[src/rtl/button_pkg.sv]
// Shared definitions for the button conditioner: FSM encoding, button count,
// counter widths and the lowest-index priority picker.
package button_pkg;

  localparam int NUM_BUTTONS = 6;
  localparam int DEB_CNT_W   = 16;
  localparam int RPT_CNT_W   = 24;

  typedef enum logic [1:0] {
    ST_IDLE = 2'd0,
    ST_FIRE = 2'd1,
    ST_HELD = 2'd2
  } btn_state_t;

  // One-hot of the lowest set bit; all-zero in, all-zero out.
  function automatic logic [NUM_BUTTONS-1:0] lowest_onehot(input logic [NUM_BUTTONS-1:0] v);
    logic [NUM_BUTTONS-1:0] r;
    r = '0;
    for (int i = NUM_BUTTONS - 1; i >= 0; i--) begin
      if (v[i]) begin
        r    = '0;
        r[i] = 1'b1;
      end
    end
    return r;
  endfunction

endpackage

[src/rtl/debounce_cell.sv]
// One button bit: 2-flop synchronizer, stability counter and debounced level.
module debounce_cell
  import button_pkg::*;
#(
  parameter logic [DEB_CNT_W-1:0] DEBOUNCE_CYCLES = 16'd50000
) (
  input  logic clk,
  input  logic reset,
  input  logic i_raw,
  output logic o_stable
);

  localparam logic [DEB_CNT_W-1:0] CNT_TC = DEBOUNCE_CYCLES - DEB_CNT_W'(1);

  logic                 r_sync1;
  logic                 r_sync2;
  logic                 r_stable;
  logic [DEB_CNT_W-1:0] r_cnt;

  always_ff @(posedge clk or negedge reset) begin
    if (!reset) begin
      r_sync1  <= 1'b0;
      r_sync2  <= 1'b0;
      r_stable <= 1'b0;
      r_cnt    <= '0;
    end else begin
      r_sync1 <= i_raw;
      r_sync2 <= r_sync1;
      if (r_sync2 == r_stable) begin
        r_cnt <= '0;
      end else if (r_cnt == CNT_TC) begin
        // DEBOUNCE_CYCLES consecutive differing samples accepted as a new level
        r_stable <= ~r_stable;
        r_cnt    <= '0;
      end else begin
        r_cnt <= r_cnt + DEB_CNT_W'(1);
      end
    end
  end

  assign o_stable = r_stable;

endmodule

[src/rtl/button_conditioner.sv]
// Six-button debouncer with single-cycle one-hot press pulses.
// Define BUTTON_REPEAT_EN to add auto-repeat pulses while the captured button stays held.
module button_conditioner
  import button_pkg::*;
#(
  parameter logic [DEB_CNT_W-1:0] DEBOUNCE_CYCLES = 16'd50000,
  parameter logic [RPT_CNT_W-1:0] REPEAT_DELAY    = 24'd5000000,
  parameter logic [RPT_CNT_W-1:0] REPEAT_PERIOD   = 24'd2500000
) (
  input  logic                   clk,
  input  logic                   reset,
  input  logic [NUM_BUTTONS-1:0] raw_btn,
  output logic [NUM_BUTTONS-1:0] userin,
  output logic [NUM_BUTTONS-1:0] stable,
  output logic                   busy
);

  logic [NUM_BUTTONS-1:0] w_stable;
  logic [NUM_BUTTONS-1:0] w_press;
  logic [NUM_BUTTONS-1:0] w_userin_next;
  logic [NUM_BUTTONS-1:0] r_stable_d;
  logic [NUM_BUTTONS-1:0] r_userin;
  btn_state_t             r_state;
  btn_state_t             w_state_next;

  for (genvar g = 0; g < NUM_BUTTONS; g++) begin : g_deb
    debounce_cell #(
      .DEBOUNCE_CYCLES(DEBOUNCE_CYCLES)
    ) u_deb (
      .clk     (clk),
      .reset   (reset),
      .i_raw   (raw_btn[g]),
      .o_stable(w_stable[g])
    );
  end

  // Only rising debounced levels count as presses; releases are silent.
  assign w_press = w_stable & ~r_stable_d;

`ifdef BUTTON_REPEAT_EN
  logic [NUM_BUTTONS-1:0] r_capture;
  logic [RPT_CNT_W-1:0]   r_rpt_cnt;
`else
  logic w_unused_rpt;
  assign w_unused_rpt = ^{REPEAT_DELAY, REPEAT_PERIOD};
`endif

  always_comb begin
    w_state_next  = r_state;
    w_userin_next = '0;
    unique case (r_state)
      ST_IDLE: begin
        if (|w_press) begin
          w_state_next  = ST_FIRE;
          w_userin_next = lowest_onehot(w_press);
        end
      end
      ST_FIRE: w_state_next = ST_HELD;
      ST_HELD: begin
        if (w_stable == '0) begin
          w_state_next = ST_IDLE;
        end
`ifdef BUTTON_REPEAT_EN
        if ((|(w_stable & r_capture)) && (r_rpt_cnt == '0)) begin
          w_userin_next = r_capture;
        end
`endif
      end
      default: w_state_next = ST_IDLE;
    endcase
  end

  always_ff @(posedge clk or negedge reset) begin
    if (!reset) begin
      r_state    <= ST_IDLE;
      r_userin   <= '0;
      r_stable_d <= '0;
    end else begin
      r_state    <= w_state_next;
      r_userin   <= w_userin_next;
      r_stable_d <= w_stable;
    end
  end

`ifdef BUTTON_REPEAT_EN
  // Down-counter loaded on entry to FIRE so terminal count lands REPEAT_DELAY
  // cycles after the first pulse, then reloaded for each REPEAT_PERIOD.
  always_ff @(posedge clk or negedge reset) begin
    if (!reset) begin
      r_capture <= '0;
      r_rpt_cnt <= '0;
    end else begin
      if (r_state == ST_IDLE && w_state_next == ST_FIRE) begin
        r_capture <= w_userin_next;
        r_rpt_cnt <= REPEAT_DELAY - RPT_CNT_W'(1);
      end else if (r_state == ST_HELD && r_rpt_cnt == '0) begin
        r_rpt_cnt <= REPEAT_PERIOD - RPT_CNT_W'(1);
      end else if (r_rpt_cnt != '0) begin
        r_rpt_cnt <= r_rpt_cnt - RPT_CNT_W'(1);
      end
    end
  end
`endif

  assign userin = r_userin;
  assign stable = w_stable;
  assign busy   = (r_state != ST_IDLE);

endmodule

[config.mk]
export PLATFORM = sky130hd
export DESIGN_NAME = button_conditioner
export DESIGN_NICKNAME = d
export VERILOG_FILES = /design/src/rtl/button_pkg.sv /design/src/rtl/debounce_cell.sv /design/src/rtl/button_conditioner.sv
export SDC_FILE = /design/constraint.sdc
export NUM_CORES = 1
export LEC_CHECK = 0
export BUFFER_PORTS_ARGS = -buffer_cell sky130_fd_sc_hd__buf_2
export CAP_MARGIN = 20
export CORE_MARGIN = 2
export CORE_UTILIZATION = 55
export DETAILED_ROUTE_END_ITERATION = 8
export PLACE_DENSITY = 0.72
export SYNTH_ARGS = -nofsm -noshare
export SYNTH_HDL_FRONTEND = slang
export SYNTH_SLANG_ARGS = --single-unit
[constraint.sdc]
create_clock -name clk -period 2.8 [get_ports clk]
set_clock_uncertainty 0.2 [all_clocks]
set_input_delay 0 -clock clk [delete_from_list [all_inputs] [get_ports clk]]
set_output_delay 0 -clock clk [all_outputs]
set_load 0.01 [all_outputs]
==> results of run 1 <==
layer usage:
metal  global-route usage, %  vias to the layer above  part of all wire [%]
met5                       0                        -                     0
li1                        -                     1990                     -
met3                    6.44                       12                   3.0
met1                    27.1                     2005                    46
met4                    8.16                        0                   1.1
met2                    33.9                       62                    50
area by class of cell:
type                       count  area, µm²
clock buffer                  20        455
clock inverter                10        113
fill                         789       3530
inverter                      20       75.1
multi-input combinational    393       2460
sequential                   128       3200
tap                          136        170
timing repair buffer          40        313
through the flow:
step | std cells | instance area (µm²) | utilization [%] | hold WS [ps] | worst slack, ps
after floorplan | 555 | 5840 | - | -496 | 712
after global placement | 702 | 6070 | 58.8 | -255 | 665
after detailed placement | 702 | 6070 | 58.8 | -250 | 574
after CTS | 747 | 6790 | 65.8 | 149 | 549
after global routing | 747 | 6790 | 65.8 | 149 | 382
final | 747 | 6790 | 65.8 | 145 | 563
synth_stat cells (all sizes together):
master / instances
ha: 6
nor2b: 1
nand2b: 3
nor4bb: 1
or3b: 1
nor4b: 4
and4b: 1
o41ai: 3
nand3: 35
or4bb: 1
inv: 20
or4b: 2
xor2: 16
nand2: 26
nand3b: 2
mux2: 7
xnor2: 72
a221oi: 1
nor2: 111
nand4: 24
nor3b: 1
or4: 6
dfrtp: 128
and3: 8
nor3: 25
nor4: 24
o31ai: 2
nand4b: 2
buf: 11
a21oi: 3
or2: 1
a41oi: 1
or3: 3
clkbuf: 3
logic make-up (layout without fill, tap and decap cells):
| kind of cell | Yosys count | in the layout | share of synthesized area (%) |
|---|---|---|---|
| adder cells (fa/ha/maj) | 6 | 6 | 1.29 |
| AO/OA/AOI/OAI | 10 | 10 | 2.04 |
| flip-flops | 128 | 128 | 54.9 |
| AND/OR/NAND/NOR | 282 | 282 | 24.3 |
| multiplexers | 7 | 7 | 1.41 |
| XOR/XNOR | 88 | 88 | 13.2 |
| buffers and inverters | 34 | 90 | 2.89 |
timing repair:
item | in CTS | in global routing
endpoints found under the hold margin | 134 | 0
hold buffers | 15 | 0
setup endpoints to repair | 0 | 0
resized for setup | 0 | 0
setup buffers | 0 | 0
worst max-delay path by stage:
stage / cells after the start / startpoint / to
after floorplan: 3 / g_deb[5].u_deb.r_cnt[5] / g_deb[5].u_deb.o_stable
after global placement: 5 / g_deb[3].u_deb.r_cnt[0] / g_deb[3].u_deb.r_cnt[7]
after detailed placement: 5 / g_deb[1].u_deb.r_cnt[4] / g_deb[1].u_deb.r_cnt[10]
after CTS: 5 / g_deb[3].u_deb.r_cnt[0] / g_deb[3].u_deb.r_cnt[7]
after global routing: 5 / g_deb[1].u_deb.r_cnt[4] / g_deb[1].u_deb.r_cnt[10]
final: 5 / g_deb[3].u_deb.r_cnt[0] / g_deb[3].u_deb.r_cnt[7]
state kept, by name, indices dropped and copies added (netlist names):
name	flops
g_deb.u_deb.r_sync2	6
r_stable_d	6
g_deb.u_deb.o_stable	6
g_deb.u_deb.r_sync1	6
userin	6
g_deb.u_deb.r_cnt	96
r_state	2
power breakdown:
part           total, mW  internal [mW]  switching, mW  leakage, nW
logic              0.131         0.0519         0.0795        0.856
registers           1.91           1.88         0.0280         1.75
clock network       2.09           1.32          0.766        0.267
placed cells by master, fill, tap and decap left out, types with 2 or more instances in the layout:
cell type | netlist | layout
dfrtp_1 | 128 | 128
nor2_1 | 111 | 111
xnor2_1 | 72 | 72
nand3_1 | 35 | 35
nor3_1 | 25 | 25
nand4_1 | 24 | 24
nor4_1 | 24 | 24
nand2_1 | 24 | 24
inv_1 | 20 | 20
buf_2 | 3 | 19
xor2_1 | 16 | 16
clkbuf_16 | 0 | 16
dlygate4sd3_1 | 0 | 14
and3_1 | 7 | 7
ha_1 | 6 | 6
mux2_2 | 5 | 5
clkinvlp_4 | 0 | 5
buf_4 | 6 | 5
or4_1 | 4 | 4
nor4b_1 | 4 | 4
clkbuf_8 | 0 | 4
or3_1 | 3 | 3
nand2b_1 | 3 | 3
a21oi_1 | 3 | 3
clkinv_2 | 0 | 3
nand4b_1 | 2 | 2
or4_4 | 2 | 2
nand3b_1 | 2 | 2
o41ai_4 | 2 | 2
o31ai_1 | 2 | 2
bufinv_16 | 0 | 2
buf_12 | 0 | 2
critical path: stages (launching register included):
cell	delay [ps]
dfrtp_1	410
ha_1	230
nand3_1	260
or4_4	630
nand2_2	270
nor2_1	100
==> metrics.csv, run 1 <==
stage,metric,value,unit
status,outcome,"finished, final reports clean",
timing,post-route-period-util,79.9,%
setup_path,critPathKind,reg -> reg,
setup_path,r2r_start,g_deb[3].u_deb.r_cnt[0],
die,die_w,107,µm
die,core,10300,µm²
cts,cts-root-buf,clkbuf_8,
min_path,min_path_type,reg -> reg,
synthesis,synth_top_area_share,54.9,%
synthesis,ys_ff_latch,128,
setup_path,r2r_slack,560,ps
pwr,power.density,607,nW/µm²
setup_path,start_kind,flop,
synthesis,yosys-top-cells-area,"dfrtp_1 (55%), xnor2_1 (11%), nor2_1 (7.1%)",
grt,grt_pass1_vias,4161,
setup_path,path_max_fanout,15,
synthesis,netlist_instances,555,
finish,syn_to_final_growth,16.4,%
drt,drt-total-wl,10800,µm
setup_path,critical_path_arrival,2430,ps
pwr,power.total,4.13,mW
cts,clock_latency,520,ps
cts,tritoncts,built,
pwr,p_leak,2.87,nW
flow_run,maxCapViolations,0,
cts,path_clk_slew,60,ps
drt,ant_nets,0,
grt,grt_pass1_wl,19000,µm
grt,grt_use_total,21.2,%
setup_path,rr_worst_depth,5,
die,die_height,107,µm
grt,grt_overflow,0,
die,die_area,11500,µm²
finish,layout.nets,614,
synthesis,yosys.area.top_type,dfrtp_1,
drt,vias_per_cell,5.45,
die,initial_utilization,56.5,%
timing,drv_slew,0,
place,gp_congestion,0.833,
finish,drive_gt1_share,11.8,%
timing,fmax,447,MHz
grt,antenna_found_initial,0,
timing,fin_crit,2240,ps
synthesis,synthDistinctLibCells,44,
synthesis,ys_seq_area_share,54.9,%
setup_path,r2r_end,g_deb[3].u_deb.r_cnt[7],
setup_path,end_kind,flop,
synthesis,syn_avg_cell_area,10.5,µm²
synthesis,syn_area,5840,µm²
min_path,hold_depth,0,
die,pin_count,21,
timing,rsz0062_at_grt,no,
synthesis,yosys_warnings,0,
timing,max-slew-margin-rel,58.6,%
drt,dr.pass1.iters,4,
cts,numCtsBuffers,17,
drt,drc,0,
drt,drtIter0Drc,253,
grt,grt_max_degree,63,
timing,tns,0,ps
drt,vias,4069,
timing,setup_viol,0,
drt,wl_per_cell,14.5,µm
min_path,min-delay-start,g_deb[0].u_deb.r_sync1,
place,io_buffer_count,20,
pwr,vdd_ir_drop_max,0.465,mV
setup_path,crit_required,2990,ps
place,hpwl,7000,µm
timing,hold_viol,0,
synthesis,synth_nets,569,
cts,clock_path_buffers,2,
min_path,hold_end,g_deb[0].u_deb.r_sync2,
cts,cts_max_level,4,
cts,cts.sinks,128,
finish,diodes,0,
die,rows,37,
timing,worst_pin_slew,615,ps
No activity file was read; power rests on OpenSTA's default activity.
==> inputs of run 2 (changes only) <==
--- a/config.mk
+++ b/config.mk
@@ -5,6 +5,7 @@
 export SDC_FILE = /design/constraint.sdc
 export NUM_CORES = 1
 export LEC_CHECK = 0
+export ABC_AREA = 1
 export BUFFER_PORTS_ARGS = -buffer_cell sky130_fd_sc_hd__buf_2
 export CAP_MARGIN = 20
 export CORE_MARGIN = 2
==> constraint.sdc (replaced) <==
create_clock -name clk -period 2.3 [get_ports clk]
set_clock_uncertainty 0.2 [all_clocks]
set_input_delay 0 -clock clk [delete_from_list [all_inputs] [get_ports clk]]
set_output_delay 0 -clock clk [all_outputs]
set_load 0.01 [all_outputs]
==> run 2 against run 1 <==
  * First-iteration DRC count increased by 72%
  * Clock power increased by 25%
  * Design area increased by 9.3%
  * Worst setup slack improved by 77 ps
  * Sequential power increased by 21%
  * Area after synthesis increased by 11%
  * Critical endpoint is now g_deb[4].u_deb.r_cnt[11]
  * Largest cell class unchanged
==> metrics.csv, run 2 <==
stage,metric,value,unit,change
timing,fin_crit,1660,ps,-577 ps
setup_path,critical_path_arrival,1750,ps,-680 ps
cts,clock_latency,420,ps,-100 ps
finish,final_common_cell,nor2_1,,
setup_path,crit_required,2390,ps,-600 ps
setup_path,crit_chain,"ha_1, nand3_2, nor3_2, nand2_1, nand2_2, a21oi_1",,
setup_path,start_kind,flop,,
pwr,p_int,4.02,mW,+24%
cts,numCtsBuffers,17,,unchanged
drt,drc,0,,unchanged
timing,tns,0,ps,unchanged
timing,post-route-period-util,72.2,%,-7.7 points
synthesis,yosys_warnings,0,,unchanged
die,die_height,113,µm,+5.2%
setup_path,critPathBufInv,0,,unchanged
place,hpwl,9310,µm,+33%
finish,syn_to_final_growth,14.6,%,
synthesis,synth_commonest_cells,"nor2_1 (203), nand2_1 (148), dfrtp_1 (128)",,
drt,drtIter0Drc,435,,+72%
pwr,p_comb_share,3.3,%,about the same
min_path,hold_end,g_deb[5].u_deb.r_sync1,,
grt,grt_pass1_vias,5105,,+23%
drt,wl_per_cell,13.1,µm,-9.5%
grt,grt_pass1_wl,22500,µm,+19%
pwr,clock_power_share,51.3,%,+0.8 points
min_path,min-delay-start,raw_btn[5],,
place,io_buffer_count,20,,unchanged
pwr,vdd_ir_drop_max,0.686,mV,+47%
place,place_area,6740,µm²,+11%
timing,hold_viol,0,,unchanged
synthesis,synth-main-ff-cell,dfrtp_1,,
setup_path,r2r_start,g_deb[4].u_deb.r_cnt[0],,
cts,path_clk_slew,60,ps,about the same
die,die_area,12700,µm²,+11%
finish,most-common-layout-cells,"nor2_1 (203), nand2_1 (148), dfrtp_1 (128)",,
timing,setup_viol,0,,unchanged
finish,final_area,7430,µm²,+9.3%
finish,nFillCells,927,,+17%
die,core,11500,µm²,+11%
synthesis,ys_ff_latch,128,,unchanged
finish,regMostFlops,g_deb.u_deb.r_cnt,,
pwr,p_leak,3.61,nW,+26%
setup_path,rr_worst_depth,6,,+1
setup_path,path_max_fanout,7,,-8
flow_run,maxCapViolations,0,,unchanged
die,initial_utilization,56.5,%,about the same
finish,final_util,64.8,%,-1.0 points
drt,vias_per_cell,5.28,,-3.0%
cts,cts-root-buf,clkbuf_16,,
synthesis,ys_seq_area_share,49.4,%,-5.4 points
cts,clock_path_buffers,2,,unchanged
place,gp_congestion,0.887,,+6.4%
synthesis,netlist_instances,796,,+43%
cts,cts.sinks,128,,unchanged
synthesis,syn_area,6480,µm²,+11%
setup_path,critPathKind,reg -> reg,,
pwr,power.density,688,nW/µm²,+13%
finish,layout.nets,854,,+39%
synthesis,yosys-top-cells-area,"dfrtp_1 (49%), nor2_1 (12%), nand2_1 (8.6%)",,
timing,max-slew-margin-rel,67.8,%,+9.2 points
cts,tritoncts,built,,
synthesis,yosys.area.top_type,dfrtp_1,,
timing,worst_pin_slew,483,ps,-132 ps
die,pin_count,21,,unchanged
pwr,seqPwrFrac,45.4,%,-0.9 points
synthesis,synth_edf_count,0,,unchanged
finish,drive_gt1_share,12.0,%,+0.19 points
timing,rsz0062_at_grt,no,,
timing,drv_slew,0,,unchanged
die,die_w,113,µm,+5.2%
timing,fmax,602,MHz,+35%
grt,grt_max_degree,61,,-3.2%
synthesis,synth_top_area_share,49.4,%,-5.4 points
cts,cts_max_level,4,,unchanged
drt,vias,5256,,+29%
setup_path,end_kind,flop,,
synthesis,async_reset_ff_share,100,%,unchanged
setup_path,r2r_end,g_deb[4].u_deb.r_cnt[11],,
min_path,min_path_type,in -> reg,,
pwr,swShare,21.4,%,+0.21 points
finish,largest_reg_flops,96,,unchanged
finish,diodes,0,,unchanged
synthesis,synth_nets,810,,+42%
grt,grt_overflow,0,,unchanged
setup_path,critical_path.max_stage_delay,400,ps,-230 ps
drt,dr.pass1.iters,6,,+2
die,rows,39,,+5.4%
setup_path,cp_slowest_cell,dfrtp_1,,
grt,antenna_found_initial,0,,unchanged
grt,grt_use_total,22.1,%,+0.90 points
synthesis,yosysMostFrequentCell,nor2_1,,
status,outcome,"finished, final reports clean",,
synthesis,syn_avg_cell_area,8.14,µm²,-23%
setup_path,crit_family,simple AND/OR/NAND/NOR gates,,
min_path,hold_depth,2,,+2
cts,post_cts.repair.setup_buffers,0,,unchanged
setup_path,r2r_slack,640,ps,+80 ps
drt,drt-total-wl,13000,µm,+21%
pwr,p_switching,1.09,mW,+25%
drt,ant_nets,0,,unchanged
synthesis,synthDistinctLibCells,31,,-30%
==> run 2: cell types whose count changed in the layout (fill, tap and decap cells not counted), moves of 8 or more <==
cell / delta
nand2_1: +124
nor2_1: +92
inv_1: +67
xnor2_1: -59
nand3_1: +31
nor4_1: -24
nor3_1: -21
a21oi_1: +13
nand2_2: +10
xor2_1: +9
nand4_1: -8
o21bai_1: +8
==> run 2: worst max path at each step <==
stage | to | start | cells after the start | slack [ps]
2_1_floorplan | g_deb[2].u_deb.r_cnt[8] | g_deb[2].u_deb.r_cnt[0] | 6 | 850
3_3_place_gp | g_deb[4].u_deb.r_cnt[8] | g_deb[4].u_deb.r_cnt[0] | 6 | 710
3_5_place_dp | g_deb[4].u_deb.r_cnt[11] | g_deb[4].u_deb.r_cnt[0] | 6 | 660
4_1_cts | g_deb[4].u_deb.r_cnt[11] | g_deb[4].u_deb.r_cnt[0] | 6 | 650
5_1_grt | g_deb[4].u_deb.r_cnt[11] | g_deb[4].u_deb.r_cnt[0] | 6 | 510
6_report | g_deb[4].u_deb.r_cnt[11] | g_deb[4].u_deb.r_cnt[0] | 6 | 640
==> run 2: power by group through the flow <==
stage	Combinational, mW	Clock, mW	Sequential (mW)
final	0.167	2.62	2.32
after CTS	0.172	2.67	2.32
after global routing	0.195	2.79	2.33
after detailed placement	0.156	0	2.36
after global placement	0.151	0	2.36
after floorplan	0.0804	0	2.35
==> run 2: repair_timing <==
item                                   CTS  global route
hold buffers                             9             0
endpoints found under the hold margin  134             0
resized for setup                        0             0
==> run 2: final cells by class <==
class                   instances  area [µm²]  share of cell area, %
multi-input cells             570        2890                   38.9
repair buffers                 31         230                   3.10
clock inverters                 9         109                   1.47
clock buffers                  22         474                   6.38
inverters                      92         345                   4.65
well taps                     143         179                   2.41
flip-flops and latches        128        3200                   43.1
==> run 2: cells by family after synthesis <==
| kind of cell | Yosys count | share of synthesized area (%) |
|---|---|---|
| buffers and inverters | 98 | 6.02 |
| and+or+nand+nor | 477 | 32.8 |
| adders and majority gates | 6 | 1.16 |
| AOI/OAI and AO/OA | 43 | 3.96 |
| xor gates and xnor gates | 44 | 6.64 |
| DFF | 128 | 49.4 |
==> run 2: metrics by stage <==
| stage | hold WS (ps) | worst slack, ps | std cells | power (mW) |
|---|---|---|---|---|
| 5_1_grt | 15.3 | 509 | 995 | 5.31 |
| 6_report | 18.6 | 640 | 995 | 5.11 |
| 3_5_place_dp | -158 | 660 | 955 | 2.52 |
| 4_1_cts | 4.70 | 646 | 995 | 5.17 |
| 3_3_place_gp | -174 | 712 | 955 | 2.51 |
| 2_1_floorplan | -496 | 853 | 796 | 2.44 |
==> run 2: layer usage <==
metal / track usage [%] / wire (µm) / up-vias
met4: 8.78 / 180 / 0
li1: - / - / 2591
met5: 0 / 0 / -
met1: 29.2 / 5790 / 2494
met2: 34.9 / 6340 / 154
met3: 5.83 / 724 / 17
==> inputs of run 3 (changes only) <==
--- a/config.mk
+++ b/config.mk
@@ -11,7 +11,7 @@
 export CORE_MARGIN = 2
 export CORE_UTILIZATION = 55
 export DETAILED_ROUTE_END_ITERATION = 8
-export PLACE_DENSITY = 0.72
+export PLACE_DENSITY = 0.75
 export SYNTH_ARGS = -nofsm -noshare
 export SYNTH_HDL_FRONTEND = slang
 export SYNTH_SLANG_ARGS = --single-unit
==> constraint.sdc (replaced) <==
create_clock -name clk -period 1.35 [get_ports clk]
set_clock_uncertainty 0.2 [all_clocks]
set_input_delay 0 -clock clk [delete_from_list [all_inputs] [get_ports clk]]
set_output_delay 0 -clock clk [all_outputs]
set_load 0.01 [all_outputs]
==> run 3 against run 2 <==
  * The flow now finishes with violations (negative hold slack, negative setup slack)
  * Final cell count rose by 15%
  * Register-to-register slack got worse by 990 ps
  * Maximum frequency decreased by 2.2%
  * Critical endpoint is now g_deb[4].u_deb.o_stable
  * Critical path depth is the same
  * Die area did not move
  * Sequential power rose by 72%
  * Global-route usage increased by 7.8 points
  * Flip-flop and latch count unchanged
  * Count of clock-buffer cells in the layout rose by 1
  * Highest routed layer unchanged
  * Combinational power grew to 3.5 times the previous value
==> metrics.csv, run 3 (synthesized netlist as in run 2, its figures left out) <==
stage,metric,value,unit,change
timing,fin_crit,1700,ps,+38.1 ps
pwr,clock_power_share,54.1,%,+2.8 points
cts,clock_path_buffers,2,,unchanged
die,pin_count,21,,unchanged
die,initial_utilization,56.5,%,unchanged
cts,cts_max_level,4,,unchanged
pwr,p_switching,2.16,mW,+97%
finish,most-common-layout-cells,"buf_4 (133), nor2_1 (124), nand2_1 (114)",,
drt,vias_per_cell,5.79,,+9.7%
die,die_area,12700,µm²,unchanged
pwr,p_int,7.82,mW,+95%
timing,timing.final.ws_setup,-348,ps,-988 ps
drt,wl_per_cell,19.7,µm,+51%
timing,fin_hold_ws,-132,ps,-151 ps
die,die_height,113,µm,unchanged
pwr,swShare,21.6,%,+0.25 points
die,die_w,113,µm,unchanged
status,violations,"negative hold slack, negative setup slack",,
drt,vias,6635,,+26%
grt,grt_use_total,29.9,%,+7.8 points
setup_path,path_max_fanout,7,,unchanged
timing,post-route-period-util,126,%,+54 points
pwr,seqPwrFrac,40.0,%,-5.4 points
grt,grt_max_degree,32,,-48%
min_path,min_path_type,in -> async,,
drt,ant_nets,0,,unchanged
finish,regMostFlops,g_deb.u_deb.r_cnt,,
drt,drt-total-wl,22600,µm,+73%
place,hpwl,10600,µm,+13%
setup_path,end_kind,flop,,
cts,cts.sinks,128,,unchanged
cts,path_clk_slew,60,ps,about the same
timing,tns,-17020,ps,-17020 ps
drt,dr.pass1.iters,5,,-1
flow_run,maxCapViolations,0,,unchanged
timing,worst_pin_slew,490,ps,+7.02 ps
finish,syn_to_final_growth,52.7,%,
grt,grt_pass1_vias,6408,,+26%
finish,layout.nets,1003,,+17%
cts,numCtsBuffers,17,,unchanged
drt,drtIter0Drc,693,,+59%
setup_path,crit_required,1460,ps,-930 ps
pwr,power.density,1010,nW/µm²,+47%
status,outcome,finished with violations,,
cts,cts-root-buf,clkbuf_16,,
cts,clock_latency,430,ps,about the same
finish,nFillCells,510,,-45%
timing,drv_slew,0,,unchanged
grt,grt_overflow,0,,unchanged
finish,final_common_cell,buf_4,,
pwr,p_comb_share,5.9,%,+2.6 points
pwr,p_leak,4.80,nW,+33%
pwr,vdd_ir_drop_max,1.06,mV,+55%
drt,drc,0,,unchanged
cts,hold_buffers,7,,-2
finish,largest_reg_flops,96,,unchanged
die,rows,39,,unchanged
setup_path,critical_path_arrival,1810,ps,+60 ps
die,core,11500,µm²,unchanged
setup_path,critPathKind,reg -> reg,,
cts,tritoncts,built,,
place,io_buffer_count,20,,unchanged
timing,fmax,589,MHz,-2.2%
finish,fin_cells,1145,,+15%
place,gp_congestion,0.959,,+8.2%
setup_path,start_kind,flop,,
timing,hold_viol,27,,+27
timing,setup_viol,99,,+99
finish,diodes,0,,unchanged
timing,rsz0062_at_grt,yes,,
place,dpl.cell_count,1053,,+10%
grt,antenna_found_initial,0,,unchanged
finish,drive_gt1_share,46.2,%,+34 points
timing,max-slew-margin-rel,67.3,%,-0.44 points
grt,grt_pass1_wl,30200,µm,+34%
run 3: changes by cell type in the layout (fill, tap and decap cells not counted), sizes merged:
| cell | delta |
|---|---|
| buf | +150 |
| bufinv | +4 |
| clkinv | -4 |
| clkbuf | +1 |
| dlygate4sd3 | -1 |
run 3: final cells by class:
| cell class | instances | area [µm²] | share of cell area (%) |
|---|---|---|---|
| flip-flops and latches | 128 | 3230 | 32.7 |
| clock inverters | 9 | 201 | 2.04 |
| well taps | 143 | 179 | 1.81 |
| clock buffers | 23 | 488 | 4.93 |
| inverters | 92 | 360 | 3.64 |
| repair buffers | 180 | 1500 | 15.2 |
| multi-input cells | 570 | 3930 | 39.7 |
run 3: worst paths after layout:
path,cells after the start,slack (ps),endpoint,from
setup / recovery,6,-350,g_deb[4].u_deb.o_stable,g_deb[4].u_deb.r_cnt[4]
hold / removal,2,-130,g_deb[3].u_deb.r_cnt[11],reset
setup reg to reg,6,-350,g_deb[4].u_deb.o_stable,g_deb[4].u_deb.r_cnt[4]
hold reg to reg,0,150,g_deb[1].u_deb.r_sync2,g_deb[1].u_deb.r_sync1
max in group asynchronous,3,460,g_deb[3].u_deb.r_cnt[2],reset
min in group clk,2,0,g_deb[5].u_deb.r_sync1,raw_btn[5]
run 3: per-layer routing:
layer	up-vias	wire [µm]	share of wire, %	global-route usage (%)
li1	2904	-	-	-
met1	3241	8060	36	34.2
met3	114	1340	5.9	5.89
met4	0	1160	5.1	12.4
met5	-	0	0	0
met2	376	12000	53	54.4
run 3: critical path, cell delays in order (launching register included):
cell     delay (ps)
dfrtp_2         440
nor2_1          230
nand3_1         140
nor2_1          200
nand2_4         140
nor2_1          140
a21oi_1          70
run 3: power groups by stage:
stage | Sequential, mW | Combinational, mW | Clock (mW)
final | 3.99 | 0.588 | 5.40
after global routing | 3.99 | 0.634 | 5.57
after CTS | 3.97 | 0.464 | 5.35
after detailed placement | 4.02 | 0.373 | 0
after global placement | 4.01 | 0.355 | 0
after floorplan | 4.02 | 0.152 | 0
run 3: what timing repair did:
item,4_1_cts,5_1_grt
hold endpoints to repair,134,26
setup buffers,29,31
pin swaps,39,55
gates resized for setup,118,159
endpoints found under the setup margin,104,111
run 3: metrics by stage:
stage / util, % / total power, mW / setup WS (ps) / cell area [µm²]
floorplan: - / 4.17 / -67.8 / 6610
global placement: 66.6 / 4.37 / -123 / 7640
CTS: 79.4 / 9.79 / -174 / 9110
global route: 86.3 / 10.2 / -438 / 9900
finish: 86.3 / 9.98 / -348 / 9900
detailed placement: 66.6 / 4.39 / -176 / 7640
